[config.mk]
export PLATFORM = sky130hd
export DESIGN_NAME = fb_arbiter
export DESIGN_NICKNAME = d
export VERILOG_FILES = /design/src/rtl/hdmi_pkg.sv /design/src/rtl/fb_wr_fifo.sv /design/src/rtl/fb_arbiter.sv
export SDC_FILE = /design/constraint.sdc
export NUM_CORES = 1
export LEC_CHECK = 0
export ABC_CLOCK_PERIOD_IN_PS = 3900
export BUFFER_PORTS_ARGS = -buffer_cell sky130_fd_sc_hd__buf_2
export CAP_MARGIN = 20
export CORE_UTILIZATION = 55
export DETAILED_ROUTE_END_ITERATION = 8
export GPL_ROUTABILITY_DRIVEN = 0
export GPL_TIMING_DRIVEN = 0
export PLACE_DENSITY = 0.79
export SYNTH_ARGS = -nofsm -noshare
export SYNTH_HDL_FRONTEND = slang
export SYNTH_SLANG_ARGS = --single-unit
export TNS_END_PERCENT = 10
[constraint.sdc]
create_clock -name clk_pix -period 3.9 [get_ports clk_pix]
set_input_delay 0.39 -clock clk_pix [delete_from_list [all_inputs] [get_ports clk_pix]]
set_output_delay 0.39 -clock clk_pix [all_outputs]
set_load 0.05 [all_outputs]
[src/rtl/hdmi_pkg.sv]
// Shared types and default geometry for the HDMI framebuffer path.
// Holds the arbiter FSM encoding and the write-queue entry layout.
package hdmi_pkg;

    localparam int unsigned FB_AW_DEF    = 11;
    localparam int unsigned FB_DW_DEF    = 4;
    localparam int unsigned WQ_DEPTH_DEF = 4;

    typedef enum logic [1:0] {
        ST_IDLE  = 2'd0,
        ST_DRAIN = 2'd1,
        ST_SWEEP = 2'd2
    } fbarb_state_t;

    // Queue entry for the default framebuffer geometry
    typedef struct packed {
        logic [FB_AW_DEF-1:0] addr;
        logic [FB_DW_DEF-1:0] data;
    } fb_wr_t;

endpackage

[src/rtl/fb_wr_fifo.sv]
// Synchronous write-request FIFO with wrap-bit pointers.
// The caller guarantees no push when full and no pop when empty.
module fb_wr_fifo
    import hdmi_pkg::*;
#(
    parameter type         entry_t = fb_wr_t,
    parameter int unsigned DEPTH   = WQ_DEPTH_DEF
) (
    input  logic                     clk_pix,
    input  logic                     srst_n,
    input  logic                     push_i,
    input  entry_t                   din_i,
    input  logic                     pop_i,
    output entry_t                   dout_o,
    output logic                     full_o,
    output logic                     empty_o,
    output logic [$clog2(DEPTH):0]   level_o
);

    localparam int unsigned PW = $clog2(DEPTH);
    localparam int unsigned LW = PW + 1;

    logic [PW:0] wptr_q;
    logic [PW:0] rptr_q;
    entry_t      mem_q [DEPTH];

    // Pointer bookkeeping; the extra MSB distinguishes full from empty
    always_ff @(posedge clk_pix or negedge srst_n) begin
        if (!srst_n) begin
            wptr_q <= '0;
            rptr_q <= '0;
        end else begin
            if (push_i) begin
                wptr_q <= wptr_q + LW'(1);
            end
            if (pop_i) begin
                rptr_q <= rptr_q + LW'(1);
            end
        end
    end

    always_ff @(posedge clk_pix) begin
        if (push_i) begin
            mem_q[wptr_q[PW-1:0]] <= din_i;
        end
    end

    assign dout_o  = mem_q[rptr_q[PW-1:0]];
    assign empty_o = (wptr_q == rptr_q);
    assign full_o  = (wptr_q[PW] != rptr_q[PW]) && (wptr_q[PW-1:0] == rptr_q[PW-1:0]);
    assign level_o = wptr_q - rptr_q;

endmodule

[src/rtl/fb_arbiter.sv]
// Framebuffer RAM arbiter: scan-out reads beat clear-sweep writes beat queued writes,
// one RAM access per pixel clock, with vblank-gated commits and a full-screen clear.
module fb_arbiter
    import hdmi_pkg::*;
#(
    parameter int unsigned FB_AW    = FB_AW_DEF,
    parameter int unsigned FB_DW    = FB_DW_DEF,
    parameter int unsigned WQ_DEPTH = WQ_DEPTH_DEF
) (
    input  logic                        clk_pix,
    input  logic                        srst_n,
    input  logic                        rd_req,
    input  logic [FB_AW-1:0]            rd_addr,
    output logic [FB_DW-1:0]            rd_data,
    output logic                        rd_valid,
    input  logic                        wr_valid,
    output logic                        wr_ready,
    input  logic [FB_AW-1:0]            wr_addr,
    input  logic [FB_DW-1:0]            wr_data,
    input  logic                        vblank,
    input  logic                        vb_only,
    input  logic                        clr_req,
    input  logic [FB_DW-1:0]            clr_data,
    output logic                        clr_busy,
    output logic                        ram_en,
    output logic                        ram_we,
    output logic [FB_AW-1:0]            ram_addr,
    output logic [FB_DW-1:0]            ram_wdata,
    input  logic [FB_DW-1:0]            ram_rdata,
    output logic [$clog2(WQ_DEPTH):0]   wq_level
);

    typedef struct packed {
        logic [FB_AW-1:0] addr;
        logic [FB_DW-1:0] data;
    } wr_ent_t;

    fbarb_state_t     state_q;
    fbarb_state_t     state_d;
    logic [FB_AW-1:0] swp_cnt_q;
    logic [FB_AW-1:0] swp_cnt_d;
    logic [FB_DW-1:0] fill_q;
    logic [FB_DW-1:0] fill_d;
    logic             rd_p1_q;
    logic             rd_valid_q;
    logic [FB_DW-1:0] rd_data_q;

    wr_ent_t push_ent;
    wr_ent_t head_ent;
    logic    fifo_full;
    logic    fifo_empty;
    logic    push;
    logic    pop;
    logic    swp_we;

    assign push_ent = '{addr: wr_addr, data: wr_data};
    assign push     = wr_valid && wr_ready;

    fb_wr_fifo #(
        .entry_t (wr_ent_t),
        .DEPTH   (WQ_DEPTH)
    ) u_wq (
        .clk_pix (clk_pix),
        .srst_n  (srst_n),
        .push_i  (push),
        .din_i   (push_ent),
        .pop_i   (pop),
        .dout_o  (head_ent),
        .full_o  (fifo_full),
        .empty_o (fifo_empty),
        .level_o (wq_level)
    );

    // Slot grant: a read request always wins, otherwise the state picks the writer
    always_comb begin
        pop    = 1'b0;
        swp_we = 1'b0;
        if (srst_n && !rd_req) begin
            case (state_q)
                ST_IDLE:  pop    = !fifo_empty && (!vb_only || vblank);
                ST_DRAIN: pop    = !fifo_empty;
                ST_SWEEP: swp_we = 1'b1;
                default:  pop    = 1'b0;
            endcase
        end
    end

    always_ff @(posedge clk_pix or negedge srst_n) begin
        if (!srst_n) begin
            state_q <= ST_IDLE;
        end else begin
            state_q <= state_d;
        end
    end

    always_comb begin
        state_d = state_q;
        case (state_q)
            ST_IDLE: begin
                if (clr_req) begin
                    state_d = ST_DRAIN;
                end
            end
            ST_DRAIN: begin
                if (fifo_empty) begin
                    state_d = ST_SWEEP;
                end
            end
            ST_SWEEP: begin
                if (swp_we && (swp_cnt_q == {FB_AW{1'b1}})) begin
                    state_d = ST_IDLE;
                end
            end
            default: state_d = ST_IDLE;
        endcase
    end

    // RAM port and handshake outputs, all held quiet while in reset
    always_comb begin
        ram_en    = 1'b0;
        ram_we    = 1'b0;
        ram_addr  = rd_addr;
        ram_wdata = '0;
        wr_ready  = 1'b0;
        clr_busy  = 1'b0;
        if (srst_n) begin
            wr_ready = !fifo_full && (state_q != ST_DRAIN);
            clr_busy = (state_q != ST_IDLE);
            if (rd_req) begin
                ram_en = 1'b1;
            end else if (swp_we) begin
                ram_en    = 1'b1;
                ram_we    = 1'b1;
                ram_addr  = swp_cnt_q;
                ram_wdata = fill_q;
            end else if (pop) begin
                ram_en    = 1'b1;
                ram_we    = 1'b1;
                ram_addr  = head_ent.addr;
                ram_wdata = head_ent.data;
            end
        end
    end

    // Sweep counter stalls on read cycles and wraps to 0 after the last address
    always_comb begin
        swp_cnt_d = swp_cnt_q;
        fill_d    = fill_q;
        if (swp_we) begin
            swp_cnt_d = swp_cnt_q + FB_AW'(1);
        end
        if ((state_q == ST_IDLE) && clr_req) begin
            fill_d = clr_data;
        end
    end

    always_ff @(posedge clk_pix or negedge srst_n) begin
        if (!srst_n) begin
            swp_cnt_q <= '0;
            fill_q    <= '0;
        end else begin
            swp_cnt_q <= swp_cnt_d;
            fill_q    <= fill_d;
        end
    end

    // One register stage on the RAM output gives the two-cycle read latency
    always_ff @(posedge clk_pix or negedge srst_n) begin
        if (!srst_n) begin
            rd_p1_q    <= 1'b0;
            rd_valid_q <= 1'b0;
            rd_data_q  <= '0;
        end else begin
            rd_p1_q    <= rd_req;
            rd_valid_q <= rd_p1_q;
            if (rd_p1_q) begin
                rd_data_q <= ram_rdata;
            end
        end
    end

    assign rd_valid = rd_valid_q;
    assign rd_data  = rd_data_q;

endmodule

# [Word-level counts from Yosys, hierarchy flattened]
# Memories as Yosys holds them, arrays and structs flattened.
# Cells that the tools add are included.
[word_totals] regBits=29 ram_bits=60 inputBits=41 out_inout_bits=27 elab_cells=64 n_memories=1
[classes] addsub=4 n_eq_ne=10 n_mux=26 n_reduce_logical=15
[memory_table] memory="u_wq.mem_q" depth=4 width=15 rd=1 rd_clocked_by_memory_dff=0 wr=1 line="fb_wr_fifo.sv:25" source="entry_t mem_q [DEPTH];"
[ops] op="11-bit two-way mux" count=4
[ops] op="4-bit two-way mux" count=4
[ops] op="1-bit two-way mux" count=13
[ops] op="11-bit by 1-bit adder with 11-bit output, second input constant" count=1
[ops] op="11-bit equality test, second input constant" count=1
[ops] op="1-bit logical AND" count=7
[ops] op="3-bit by 1-bit adder with 3-bit output, second input constant" count=2
[ops] op="2-bit two-way mux" count=3
[ops] op="2-bit != test, second input constant" count=3
[ops] op="2-bit one-hot mux with 3 select lines" count=1
[ops] op="1-bit logical NOT" count=4
[ops] op="3-bit equality test" count=1
[ops] op="3-bit AND reduction" count=1
[ops] op="3-bit subtractor" count=1
[ops] op="2-bit by 1-bit equality test with 1-bit output, second input constant" count=1
[ops] op="2-bit equality test" count=1
[ops] op="2-bit equality test, second input constant" count=1
[ops] op="2-bit logical NOT" count=1
[ops] op="2-bit by 1-bit != test with 1-bit output, second input constant" count=1
[ops] op="1-bit one-hot mux with 2 select lines" count=1
[ops] op="2-bit nonzero test" count=1
[ops] op="1-bit logical OR" count=1
[ops] op="1-bit != test" count=1

# [Depth between registers and ports, before layout]
[logic_depth] word_depth=9 depth_mapped=9 ltp_nobuf=7

# [By module]
# A second synthesis with hierarchy kept.
[hier_totals] cells_unflattened=251 hier_area_um2=3962.6
[modules_own_cells] module="fb_wr_fifo" instances=1 cells_each=116 area_per_inst_um2=2592.5 seq_area_each_um2=1951.9
[modules_own_cells] module="fb_arbiter" instances=1 cells_each=135 area_per_inst_um2=1370.1 seq_area_each_um2=575.6

# [Least setup slack after synthesis]
# No wires, ideal clock.
[synth_timing] path_kind="register to output" start="register u_wq.rptr_q[1]" end="output ram_wdata[0]" arrival_ns=2.876 setup_slack_ns=0.634 stages_incl_launch_ff=9 cell_sequence="dfrtp_1 > clkbuf_1 > buf_2 > inv_1 > ha_1 > nand2_1 > o211ai_2 > buf_6 > o21ai_0"
[synth_between] elab_chain_len=9
[synth_lines] item="start: declaration" line="fb_wr_fifo.sv:24" source="logic [PW:0] rptr_q;"
[synth_lines] item="start signal: assignment" line="fb_wr_fifo.sv:37" source="rptr_q <= rptr_q + LW'(1);"
[synth_lines] item="3-bit equality test" line="fb_wr_fifo.sv:49" source="assign empty_o = (wptr_q == rptr_q);"
[synth_lines] item="1-bit logical NOT" line="fb_arbiter.sv:80, fb_arbiter.sv:81"
[synth_lines] item="1-bit logical AND" line="fb_arbiter.sv:80" source="ST_IDLE: pop = !fifo_empty && (!vb_only || vblank);"
[synth_lines] item="1-bit one-hot mux with 2 select lines" line="fb_arbiter.sv:79" source="case (state_q)"
[synth_lines] item="1-bit two-way mux" line="fb_arbiter.sv:78" source="if (srst_n && !rd_req) begin"
[synth_lines] item="4-bit two-way mux (*)" line="fb_arbiter.sv:136" source="end else if (pop) begin"
[synth_lines] item="4-bit two-way mux (*)" line="fb_arbiter.sv:131" source="end else if (swp_we) begin"
[synth_lines] item="4-bit two-way mux (*)" line="fb_arbiter.sv:129" source="if (rd_req) begin"
[synth_lines] item="4-bit two-way mux (*)" line="fb_arbiter.sv:126" source="if (srst_n) begin"
[synth_lines] item="end: declaration" line="fb_arbiter.sv:28" source="output logic [FB_DW-1:0] ram_wdata,"
# Every way passes the cells marked *; elsewhere a longest branch is shown, timed or not.

# [Final worst setup path]
[layout_timing] start="register u_wq.rptr_q[1]" end="output ram_addr[7]"
[layout_between] elab_chain_len=9
[layout_lines] item="3-bit equality test" line="fb_wr_fifo.sv:49"
[layout_lines] item="1-bit logical NOT" line="fb_arbiter.sv:80, fb_arbiter.sv:81"
[layout_lines] item="1-bit logical AND" line="fb_arbiter.sv:80"
[layout_lines] item="1-bit one-hot mux with 2 select lines" line="fb_arbiter.sv:79"
[layout_lines] item="1-bit two-way mux" line="fb_arbiter.sv:78"
[layout_lines] item="11-bit two-way mux (*)" line="fb_arbiter.sv:136"
[layout_lines] item="11-bit two-way mux (*)" line="fb_arbiter.sv:131"
[layout_lines] item="11-bit two-way mux (*)" line="fb_arbiter.sv:129"
[layout_lines] item="11-bit two-way mux (*)" line="fb_arbiter.sv:126"
[layout_lines] item="end: declaration" line="fb_arbiter.sv:27" source="output logic [FB_AW-1:0] ram_addr,"
# Marked as above.

==> flow_metrics.env <==
export IMPL_viasPerCell=5.330
export IMPL_cp_start_kind="flip-flop"
export IMPL_start_util_pct=56.74
export IMPL_power_static_leakage_nw=1.816
export IMPL_die_y_um=85.72
export IMPL_synth_common_cells="edfxtp_1 (60), dfrtp_1 (29), mux4_2 (15)"
export IMPL_cts_buffers=9
export IMPL_layout_nets=358
export IMPL_ys_async_sr_fraction_pct=32.58
export IMPL_crit_fanout=10
export IMPL_cts_tree="done"
export IMPL_htree_levels=3
export IMPL_register_area_um2=2527
export IMPL_power_density_nw_per_um2=698.9
export IMPL_arrival_ns=3.15
export IMPL_grt_pass1_vias=2079
export IMPL_routed_wl_mm=6.676
export IMPL_dieArea_um2=7348
export IMPL_grt_pass1_wl_mm=10.52
export IMPL_yosysWarnings=0
export IMPL_die_x_um=85.72
export IMPL_postCtsResizedCells=0
export IMPL_synth_area_per_cell_um2=16.76
export IMPL_antennaDiodeCount=0
export IMPL_finalHoldViolCount=0
export IMPL_max_vdd_ir_drop_mv=0.3337
export IMPL_synth_area_um2=3855
export IMPL_rows=30
export IMPL_cp_required_ns=3.51
export IMPL_maxCapViolCount=0
export IMPL_cts_max_path_buffers=2
export IMPL_synth_top_cell_by_area="edfxtp_1"
export IMPL_r2r_setup_slack_ns=0.76
export IMPL_reg2reg_depth=6
export IMPL_cts_root_buf="clkbuf_8"
export IMPL_synth_fp_nets=280
export IMPL_dpl_hpwl_mm=4.659
export IMPL_seq_area_frac_synth_pct=65.56
export IMPL_synth_edf_count=60
export IMPL_synth_most_common_cell="edfxtp_1"
export IMPL_synth_top_area_share_pct=46.74
export IMPL_cts_sinks=89
export IMPL_layout_worst_path_cycle_share_pct=90.68
export IMPL_port_buffers=67
export IMPL_postCtsSetupRepairBufs=0
export IMPL_fillers=478
export IMPL_yosysUniqueCellTypes=43
export IMPL_skew_ns=0.01311
export IMPL_drc=0
export IMPL_drtIter0Drc=108
export IMPL_vias=2180
export IMPL_wire_per_inst_um=16.32
export IMPL_antenna_found_initial=0
export IMPL_timing_final_crit_period_ns=3.537
export IMPL_setup_viol=0
export IMPL_drtPass1Iterations=4
export IMPL_core_area_um2=6794
export IMPL_synthTopCellsByArea="edfxtp_1 (47%), dfrtp_1 (19%), mux4_2 (8.8%)"
export IMPL_hp_class="primary input to asynchronous set/reset pin"
export IMPL_ys_ff_latch=89
export IMPL_slew_violations=0
export IMPL_rsz0062_at_grt="no"
export IMPL_fin_hold_ws_ns=0.08630
export IMPL_gr_total_overflow=0
export IMPL_end_kind="primary output"
export IMPL_drive_gt1_share_pct=39.94
export IMPL_io_pins=68
export IMPL_dominantRegCellSynth="edfxtp_1"
export IMPL_placed_area_um2=4310
export IMPL_postLayoutCellArea_um2=4524
export IMPL_clk_pin_slew_worst_paths_ns=0.09
export IMPL_multi_input_area_um2=1227
export IMPL_netlist_instances=230
export IMPL_setup_ws_ns=0.3633
export IMPL_relSlewSlack_pct=43.94
export IMPL_tightest_slew_ns=0.8409
export IMPL_status="complete, no violations"
export IMPL_power_mw=3.162
export IMPL_area_growth_pct=17.36
export IMPL_critPathKind="flip-flop to primary output"
export IMPL_grt_start_max_net_pins=34
export IMPL_r2r_start="u_wq.rptr_q[1]"
export IMPL_insertion_delay_ns=0.35
export IMPL_finalSetupTns_ns=0
export IMPL_ctsHoldBuffers=0
export IMPL_dp_slack_ns=0.7072
export IMPL_ant_nets=0
export IMPL_grt_usage_pct=19.91
export IMPL_r2r_end="u_wq.mem_q[1][6]"
export IMPL_fmax_ghz=0.2828
final cells by class:
type,instances,area share [%]
clock buffers,9,2.738
plain buffers,9,1.217
clock inverters,7,1.991
well taps,96,2.655
repair buffers,67,7.412
inverters,12,0.9956
multi-input cells,120,27.13
flip-flops and latches,89,55.86
placed cells by master (no fill, tap or decap), types with 4 or more instances in the layout:
| master | instances |
|---|---|
| clkbuf_8 | 9 |
| buf_2 | 72 |
| ha_1 | 8 |
| nor2b_1 | 4 |
| mux4_2 | 15 |
| nand2_1 | 10 |
| nand2b_1 | 7 |
| o221a_1 | 7 |
| mux2_2 | 10 |
| xnor2_1 | 10 |
| xor2_1 | 5 |
| edfxtp_1 | 60 |
| nor2_1 | 5 |
| inv_1 | 11 |
| dfrtp_1 | 29 |
| and3_1 | 6 |
| o21ai_0 | 4 |
registers in the layout (all words and copies together) (netlist names):
name / count
rd_data: 4
rd_valid: 1
rd_p1_q: 1
state_q: 2
u_wq.mem_q: 60
u_wq.wptr_q: 3
u_wq.rptr_q: 3
fill_q: 4
swp_cnt_q: 11
worst max-delay path by stage:
stage                   startpoint      endpoint
floorplan           u_wq.rptr_q[1]  ram_wdata[0]
detailed placement  u_wq.rptr_q[1]   ram_addr[7]
finish              u_wq.rptr_q[1]   ram_addr[7]
global placement    u_wq.rptr_q[1]   ram_addr[7]
CTS                 u_wq.rptr_q[1]   ram_addr[7]
global route        u_wq.rptr_q[1]   ram_addr[7]
per-stage QoR:
stage	utilization (%)	instances
after floorplan	-	230
after global placement	63.44	393
after detailed placement	63.44	393
after CTS	66.59	409
after global routing	66.59	409
final	66.59	409
power breakdown:
group,total [mW],internal [mW],leakage [nW],switching [mW]
Clock,0.667,0.315,0.110,0.352
Combinational,1.28,0.456,0.800,0.823
Sequential,1.22,1.14,0.905,0.0768
layer usage:
layer	part of all wire, %	wire (µm)	up-vias	track usage, %
met3	4.9	324	8	3.657
met4	1.3	89	0	9.242
li1	-	-	1030	-
met5	0	0	-	0
met1	47	3107	1069	28.25
met2	47	3154	73	30.40
kinds of logic (layout without fill, tap and decap cells):
group	Yosys count	count (layout)	share of synthesized area (%)
buffers and inverters	21	104	2.596
adder cells (fa/ha/maj)	9	9	3.116
XOR/XNOR	16	16	3.830
AND/OR/NAND/NOR	46	46	6.849
flip-flops	89	89	65.56
AO/OA/AOI/OAI	22	22	5.713
multiplexers	27	27	12.33
worst max-delay path, stage by stage (launching register included):
cell	delay [ns]
dfrtp_1	0.42
clkbuf_1	0.41
buf_2	0.35
inv_1	0.08
ha_1	0.34
nand2_1	0.12
o211ai_2	0.41
buf_6	0.21
o221a_1	0.19
buf_2	0.26
Note: power is estimated with default switching activity, not from simulation.
